File: src/rtl/llc_fifo_proc_update_if.sv
// Handshake bundle between the LLC process stage, the process-to-update FIFO,
// and the update stage.
interface llc_fifo_proc_update_if #(
  parameter int PKT_W = 9,
  parameter int CNT_W = 3
);
  logic             fifo_push;
  logic [PKT_W-1:0] fifo_in;
  logic             fifo_pop;
  logic [PKT_W-1:0] fifo_out;
  logic             fifo_empty;
  logic             fifo_full;
  logic [CNT_W-1:0] fifo_count;
  logic             patch_en;
  logic [PKT_W-1:0] patch_mask;
  logic [PKT_W-1:0] patch_data;
  logic             err_overflow;
  logic             err_underflow;

  modport master (
    output fifo_push, fifo_in, fifo_pop, patch_en, patch_mask, patch_data,
    input  fifo_out, fifo_empty, fifo_full, fifo_count, err_overflow, err_underflow
  );

  modport slave (
    input  fifo_push, fifo_in, fifo_pop, patch_en, patch_mask, patch_data,
    output fifo_out, fifo_empty, fifo_full, fifo_count, err_overflow, err_underflow
  );
endinterface

File: src/rtl/llc_fifo_proc_update.sv
// Process-to-update packet FIFO with an in-place head patch so the process
// stage can amend DMA resume flags of a packet that is already queued.
module llc_fifo_proc_update #(
  parameter int DEPTH = 4,
  parameter int PKT_W = 9,
  parameter int CNT_W = $clog2(DEPTH) + 1
) (
  input  logic                   clk,
  input  logic                   rst,
  llc_fifo_proc_update_if.slave  bus
);
  localparam int PTR_W = $clog2(DEPTH);

  logic [PKT_W-1:0] mem [DEPTH];
  logic [PTR_W-1:0] rd_ptr;
  logic [PTR_W-1:0] wr_ptr;
  logic [CNT_W-1:0] count;
  logic             err_overflow;
  logic             err_underflow;

  logic             empty;
  logic             full;
  logic             push_acc;
  logic             pop_acc;
  logic             patch_wr;
  logic [PKT_W-1:0] head;
  logic [PKT_W-1:0] merged;

  assign empty    = (count == '0);
  assign full     = (count == CNT_W'(DEPTH));
  assign pop_acc  = bus.fifo_pop && !empty;
  // A full FIFO is never empty, so a pop alongside a push always frees a slot.
  assign push_acc = bus.fifo_push && (!full || bus.fifo_pop);
  assign head     = mem[rd_ptr];
  assign merged   = (head & ~bus.patch_mask) | (bus.patch_data & bus.patch_mask);
  // When the head is consumed this cycle the merge is only what the update
  // stage sees; storing it would be pointless and could collide with a push.
  assign patch_wr = bus.patch_en && !empty && !pop_acc;

  assign bus.fifo_out      = empty ? '0 : (bus.patch_en ? merged : head);
  assign bus.fifo_empty    = empty;
  assign bus.fifo_full     = full;
  assign bus.fifo_count    = count;
  assign bus.err_overflow  = err_overflow;
  assign bus.err_underflow = err_underflow;

  always_ff @(posedge clk) begin
    if (!rst) begin
      if (push_acc) mem[wr_ptr] <= bus.fifo_in;
      if (patch_wr) mem[rd_ptr] <= merged;
    end
  end

  always_ff @(posedge clk) begin
    if (rst) begin
      rd_ptr        <= '0;
      wr_ptr        <= '0;
      count         <= '0;
      err_overflow  <= 1'b0;
      err_underflow <= 1'b0;
    end else begin
      if (push_acc) wr_ptr <= wr_ptr + 1'b1;
      if (pop_acc)  rd_ptr <= rd_ptr + 1'b1;
      count         <= count + CNT_W'(push_acc) - CNT_W'(pop_acc);
      err_overflow  <= err_overflow  | (bus.fifo_push && !push_acc);
      err_underflow <= err_underflow | (bus.fifo_pop && empty);
    end
  end
endmodule
File: src/flat_wrapper.sv
// flat-port wrapper written by rule: the top's interface ports become plain ports
module llc_fifo_proc_update_flat 
#(
  parameter int DEPTH = 4,
  parameter int PKT_W = 9,
  parameter int CNT_W = $clog2(DEPTH) + 1
)
  (clk, rst, bus_fifo_push, bus_fifo_in, bus_fifo_pop, bus_patch_en, bus_patch_mask, bus_patch_data, bus_fifo_out, bus_fifo_empty, bus_fifo_full, bus_fifo_count, bus_err_overflow, bus_err_underflow);
  llc_fifo_proc_update_if #(.PKT_W(PKT_W), .CNT_W(CNT_W)) bus_i ();
  input  logic clk;
  input  logic rst;
  input wire logic [$bits(bus_i.fifo_push)-1:0] bus_fifo_push;
  input wire logic [$bits(bus_i.fifo_in)-1:0] bus_fifo_in;
  input wire logic [$bits(bus_i.fifo_pop)-1:0] bus_fifo_pop;
  input wire logic [$bits(bus_i.patch_en)-1:0] bus_patch_en;
  input wire logic [$bits(bus_i.patch_mask)-1:0] bus_patch_mask;
  input wire logic [$bits(bus_i.patch_data)-1:0] bus_patch_data;
  output wire logic [$bits(bus_i.fifo_out)-1:0] bus_fifo_out;
  output wire logic [$bits(bus_i.fifo_empty)-1:0] bus_fifo_empty;
  output wire logic [$bits(bus_i.fifo_full)-1:0] bus_fifo_full;
  output wire logic [$bits(bus_i.fifo_count)-1:0] bus_fifo_count;
  output wire logic [$bits(bus_i.err_overflow)-1:0] bus_err_overflow;
  output wire logic [$bits(bus_i.err_underflow)-1:0] bus_err_underflow;
  assign bus_i.fifo_push = bus_fifo_push;
  assign bus_i.fifo_in = bus_fifo_in;
  assign bus_i.fifo_pop = bus_fifo_pop;
  assign bus_i.patch_en = bus_patch_en;
  assign bus_i.patch_mask = bus_patch_mask;
  assign bus_i.patch_data = bus_patch_data;
  assign bus_fifo_out = bus_i.fifo_out;
  assign bus_fifo_empty = bus_i.fifo_empty;
  assign bus_fifo_full = bus_i.fifo_full;
  assign bus_fifo_count = bus_i.fifo_count;
  assign bus_err_overflow = bus_i.err_overflow;
  assign bus_err_underflow = bus_i.err_underflow;
  llc_fifo_proc_update #(.DEPTH(DEPTH), .PKT_W(PKT_W), .CNT_W(CNT_W)) u_core (.clk(clk), .rst(rst), .bus(bus_i));
endmodule
File: config.mk
export PLATFORM = sky130hd
export DESIGN_NAME = llc_fifo_proc_update_flat
export DESIGN_NICKNAME = d
export VERILOG_FILES = /design/src/rtl/llc_fifo_proc_update_if.sv /design/src/rtl/llc_fifo_proc_update.sv /design/src/flat_wrapper.sv
export SDC_FILE = /design/constraint.sdc
export NUM_CORES = 1
export LEC_CHECK = 0
export CAP_MARGIN = 20
export CORE_ASPECT_RATIO = 0.6
export CORE_MARGIN = 10
export CORE_UTILIZATION = 50
export DETAILED_ROUTE_END_ITERATION = 10
export GPL_TIMING_DRIVEN = 0
export PLACE_DENSITY = 0.82
export SYNTH_ARGS = -nofsm -noshare
export SYNTH_HDL_FRONTEND = slang
export SYNTH_SLANG_ARGS = --single-unit
File: constraint.sdc
create_clock -name clk -period 4.5 [get_ports clk]
set_input_delay 1.35 -clock clk [delete_from_list [all_inputs] [get_ports clk]]
set_output_delay 1.35 -clock clk [all_outputs]
set_load 0.01 [all_outputs]
==> results.yml, run 1 <==
drt:
  num_vias: 2161
  drcViolationCount: 0
  antenna_left: 0
  first_pass_iters: 4
  finalWirelength_microns: 7590
  first_iter_violations: 160
  wl_per_cell_microns: 19.7
  vias_per_cell: 5.61
sta:
  tns_ns: 0
  slew_viol_final: 0
  fin_ws_ns: 0.0589
  period_share_pct: 98.7
  rsz0062_at_grt: "no"
  finalHoldWorstSlack_ns: 0.478
  worst_pin_slew_ns: 0.654
  hold_violations: 0
  fmax_ghz: 0.225
  finalCriticalPeriod_ns: 4.44
  finClkSkew_ns: 0.00895
  setup_viol: 0
  relSlewSlack_pct: 56.4
die:
  die_h_microns: 78.9
  start_util_pct: 51.7
  dieArea_sq_mm: 0.00933
  dieWidth_microns: 118
  core_area_sq_mm: 0.00560
  num_rows: 21
  io_pins: 48
logic_synthesis:
  async_flop_share_pct: 0
  ys_types: 35
  synth_ff_type: "edfxtp_1"
  yosysWarnings: 0
  synth.mux.area_fraction_pct: 21.3
  yosysSeqAreaShare_pct: 44.9
  ys_ff_latch: 47
  synth_fp_nets: 293
  avgSynthCellArea_sq_um: 11.6
  synthSimpleGateAreaFrac_pct: 14.5
  synth-edff-count: 36
  synthAdderAreaFrac_pct: 5.01
  netlist_area_sq_mm: 0.00290
  synth_top_family_by_area: "multiplexers"
  synth_compound_area_share_pct: 10.6
  synthCells: 250
  synth_xor_area_share_pct: 0.605
global_routing:
  grt_pass1_wl_microns: 12100
  grt_use_total_pct: 16.3
  grt_antenna_before_repair: 0
  first_global_vias: 2193
  grt_overflow: 0
  grt_start_max_net_pins: 15
place:
  post-dp-hpwl_microns: 5410
  placed_cell_area_sq_mm: 0.00347
  place.gp.congestion: 0.786
  pre_cts_ws_ns: -0.562
  place.port_buffers: 47
setup_path:
  critPathCaptureType: "output pin"
  required_ns: 3.15
  path_max_fanout: 10
  startpoint_type: "input pin"
  path_class: "in -> out"
  worstPathArrival_ns: 3.09
clock_tree:
  post_cts_buffers: 0
  cts_root_buffer: "clkbuf_8"
  clock_latency_ns: 0.30
  clkTransAtPathRegs_ns: 0.08
  cts_tree: "built"
  clock-sinks: 47
  cts_buffers: 5
  cts.htree.levels: 2
  cts_buffer_depth: 2
layout:
  antenna_cells: 0
  final_area_sq_mm: 0.00358
  layout_commonest_cell: "clkdlybuf4s50_1"
  drive_gt1_share_pct: 10.5
  syn_to_final_growth_pct: 23.5
  layout_common_cells: "clkdlybuf4s50_1, mux2_1, edfxtp_1"
  postLayoutCoreUtil_pct: 63.9
  final_nets: 347
pwr:
  cellLeakagePower_nw: 1.29
  irDropWorstVdd_uv: 253
  p_per_area_mw_per_mm2: 434
min_path:
  holdCritPathClass: "reg -> reg"
flow_run:
  cap_violations: 0
outcome:
  status: "completed"
## sequential cells by signal (all words and copies together) (netlist names), named ones only
signal and count:
u_core.wr_ptr 2, u_core.bus.fifo_count 3, u_core.bus.err_overflow 1, u_core.bus.err_underflow 1, u_core.rd_ptr 2, u_core.mem 36
## routing by layer
| layer | vias up | global-route usage (%) | routed length, microns |
|---|---|---|---|
| met3 | 4 | 4.10 | 654 |
| met5 | - | 0 | 0 |
| li1 | 1048 | - | - |
| met1 | 1033 | 22.6 | 3470 |
| met2 | 76 | 25.4 | 3420 |
| met4 | 0 | 2.95 | 41 |
## synth_stat cells, types with 4 or more instances
cell	n	share of area, %
nand2b_1	12	2.6
edfxtp_1	36	37
buf_2	5	0.86
a21oi_1	18	3.1
a21bo_2	4	1.4
mux2_1	36	14
a311o_1	8	2.8
dfxtp_1	11	7.6
or2_2	9	1.9
mux2i_1	20	6.9
nor2_1	9	1.2
inv_1	8	1.0
and3b_1	8	2.4
o221ai_1	9	2.7
or4b_1	4	1.4
nand2_1	18	2.3
clkbuf_1	6	0.78
ha_1	10	4.3
## worst paths after layout
kind / cells past startpoint / start / slack (ns) / endpoint
setup reg to reg: 10 / u_core.bus.fifo_count[1] / 2.06 / u_core.bus.fifo_count[2]
hold reg to reg: 2 / u_core.bus.err_overflow / 0.48 / u_core.bus.err_overflow
hold / removal: 2 / u_core.bus.err_overflow / 0.48 / u_core.bus.err_overflow
setup / recovery: 6 / bus_patch_en / 0.06 / bus_fifo_out[6]
## critical path, stage by stage
cell and delay, ns:
clkdlybuf4s15_2 0.29, clkbuf_8 0.22, and3b_1 0.18, a311o_1 0.31, a21oi_1 0.15, clkdlybuf4s50_1 0.57
## where the power goes
part	switching (mW)	internal (mW)
Combinational	0.364	0.346
Sequential	0.0485	0.524
Clock	0.145	0.126
## area by class of cell
class                           instances  area [sq um]
Fill cell                             440          2020
Multi-Input combinational cell        182          1510
Sequential cell                        47          1300
Timing Repair Buffer                   47           472
Tap cell                               80           100
Clock buffer                            7          86.3
Buffer                                 13          72.6
Inverter                                8          30.0
Clock inverter                          1          8.76
## repair_timing
action,in CTS,in global routing
hold buffers,0,0
resized for setup,8,0
setup endpoints to repair,9,0
## kinds of logic after synthesis
family                     count (synthesis)
buffers and inverters                     21
muxes                                     57
AOI/OAI and AO/OA                         41
xor gates and xnor gates                   2
and+or+nand+nor                           71
DFF                                       47
adders and majority gates                 11
## metrics by stage
step	total power, mW	cells
final	1.55	385
after global routing	1.65	385
after CTS	1.56	385
after detailed placement	1.29	377
after global placement	1.27	377
after floorplan	0.977	250
Power figures use the tool's default switching activity.
==> inputs of run 2 (changes only) <==
ABC_CLOCK_PERIOD_IN_PS = 4500   (was not set)
SKIP_CTS_REPAIR_TIMING = 1   (was not set)
==> run 2 against run 1 <==
  * Critical path depth down 1
  * Final cell count unchanged
  * Die area unchanged
  * Clock skew about the same
  * Via count up 1.3%
  * Flip-flop and latch count unchanged
  * Routed wire length down 0.16%
  * Count of clock-buffer cells in the layout unchanged
  * Clock power about the same
  * Critical path type unchanged
  * Largest cell class unchanged
  * Largest power group unchanged
==> results.yml, run 2 (synthesized netlist as in run 1, its figures left out) <==
setup_path:
  startpoint: "bus_patch_mask[0]"
  path_max_fanout: 6
  r2r-start: "u_core.bus.fifo_count[1]"
  critPathCaptureType: "output pin"
  required_ns: 3.15
  startpoint_type: "input pin"
  path_class: "in -> out"
  worstPathArrival_ns: 3.06
layout:
  fin_cells: 385
  top_register: "u_core.mem"
  final_nets: 347
  postLayoutCoreUtil_pct: 63.7
  largest_reg_flops: 36
  layout_common_cells: "clkdlybuf4s50_1, mux2_1, edfxtp_1"
  multi_input_area_sq_mm: 0.00151
  layout_commonest_cell: "clkdlybuf4s50_1"
  final_area_sq_mm: 0.00356
  syn_to_final_growth_pct: 23.1
  regArea_sq_mm: 0.00130
  nFillCells: 444
  antenna_cells: 0
  drive_gt1_share_pct: 10.5
die:
  die_h_microns: 78.9
  core_area_sq_mm: 0.00560
  num_rows: 21
  dieArea_sq_mm: 0.00933
  dieWidth_microns: 118
  io_pins: 48
  start_util_pct: 51.7
min_path:
  holdCritStartpoint: "u_core.bus.err_overflow"
  holdCritPathClass: "reg -> reg"
pwr:
  power_frac_clock_pct: 17.6
  cellLeakagePower_nw: 1.29
  p_sw_share_pct: 35.9
  p_switching_uw: 558
  seq_power_share_pct: 36.8
  p_per_area_mw_per_mm2: 436
  combPwrFrac_pct: 45.6
  cell_internal_pwr_uw: 995
  irDropWorstVdd_uv: 253
  total_power_mw: 1.55
global_routing:
  first_global_vias: 2189
  grt_antenna_before_repair: 0
  grt_start_max_net_pins: 15
  grt_overflow: 0
  grt_use_total_pct: 16.3
  grt_pass1_wl_microns: 12100
sta:
  worst_pin_slew_ns: 0.648
  rsz0062_at_grt: "no"
  fin_ws_ns: 0.0854
  fmax_ghz: 0.227
  setup_viol: 0
  finalCriticalPeriod_ns: 4.41
  hold_violations: 0
  relSlewSlack_pct: 56.8
  slew_viol_final: 0
  finClkSkew_ns: 0.00884
  finalHoldWorstSlack_ns: 0.473
  tns_ns: 0
  period_share_pct: 98.1
drt:
  first_pass_iters: 4
  wl_per_cell_microns: 19.7
  met1Wirelength_microns: 3430
  finalWirelength_microns: 7580
  first_iter_violations: 187
  top_layer: "met4"
  num_vias: 2190
  vias_per_cell: 5.69
  routed-wl-met3_microns: 705
  drcViolationCount: 0
  wl_met2_microns: 3410
  antenna_left: 0
place:
  place.gp.congestion: 0.786
  pre_cts_ws_ns: -0.562
  dp.cells: 377
  placed_cell_area_sq_mm: 0.00347
  place.port_buffers: 47
  post-dp-hpwl_microns: 5410
clock_tree:
  clock-sinks: 47
  cts_tree: "built"
  cts_root_buffer: "clkbuf_8"
  clock_latency_ns: 0.30
  cts.htree.levels: 2
  cts_buffer_depth: 2
  cts_buffers: 5
  clkTransAtPathRegs_ns: 0.08
flow_run:
  cap_violations: 0
outcome:
  status: "completed"
[run 2: final timing paths]
path | endpoint | slack (ns) | depth (start not counted)
max reg2reg | u_core.bus.fifo_count[2] | 2.04 | 10
min | u_core.bus.err_overflow | 0.47 | 2
min reg2reg | u_core.bus.err_overflow | 0.47 | 2
max | bus_fifo_out[0] | 0.09 | 5
[run 2: power groups by stage]
stage | clock (mW) | combinational, mW | sequential [mW]
after floorplan | 0 | 0.402 | 0.575
after global placement | 0 | 0.690 | 0.579
after detailed placement | 0 | 0.711 | 0.583
after CTS | 0.274 | 0.715 | 0.572
after global routing | 0.290 | 0.774 | 0.580
final | 0.274 | 0.708 | 0.572
[run 2: final cells by class]
cell class                      count  share of cell area [%]
Clock inverter                      1                   0.246
Multi-Input combinational cell    182                    42.2
Inverter                            8                   0.843
Buffer                             13                    1.86
Sequential cell                    47                    36.5
Tap cell                           80                    2.81
Clock buffer                        7                    2.42
Timing Repair Buffer               47                    13.1
[run 2: worst max-delay path, cell delays in order]
cell and delay, ns:
clkdlybuf4s50_1 0.49, and3b_1 0.21, a311o_1 0.32, a21oi_1 0.14, clkdlybuf4s50_1 0.56
[run 2: routing by layer]
metal | global-route usage, % | up-vias
met3 | 4.17 | 4
li1 | - | 1051
met4 | 2.95 | 0
met1 | 22.6 | 1048
met2 | 25.3 | 87
met5 | 0 | -
==> inputs of run 3 (changes only) <==
CTS_CLUSTER_SIZE = 25   (was not set)
==> results of run 3 <==
Same layout as run 2: the final DEF is identical, and so are final timing and power.
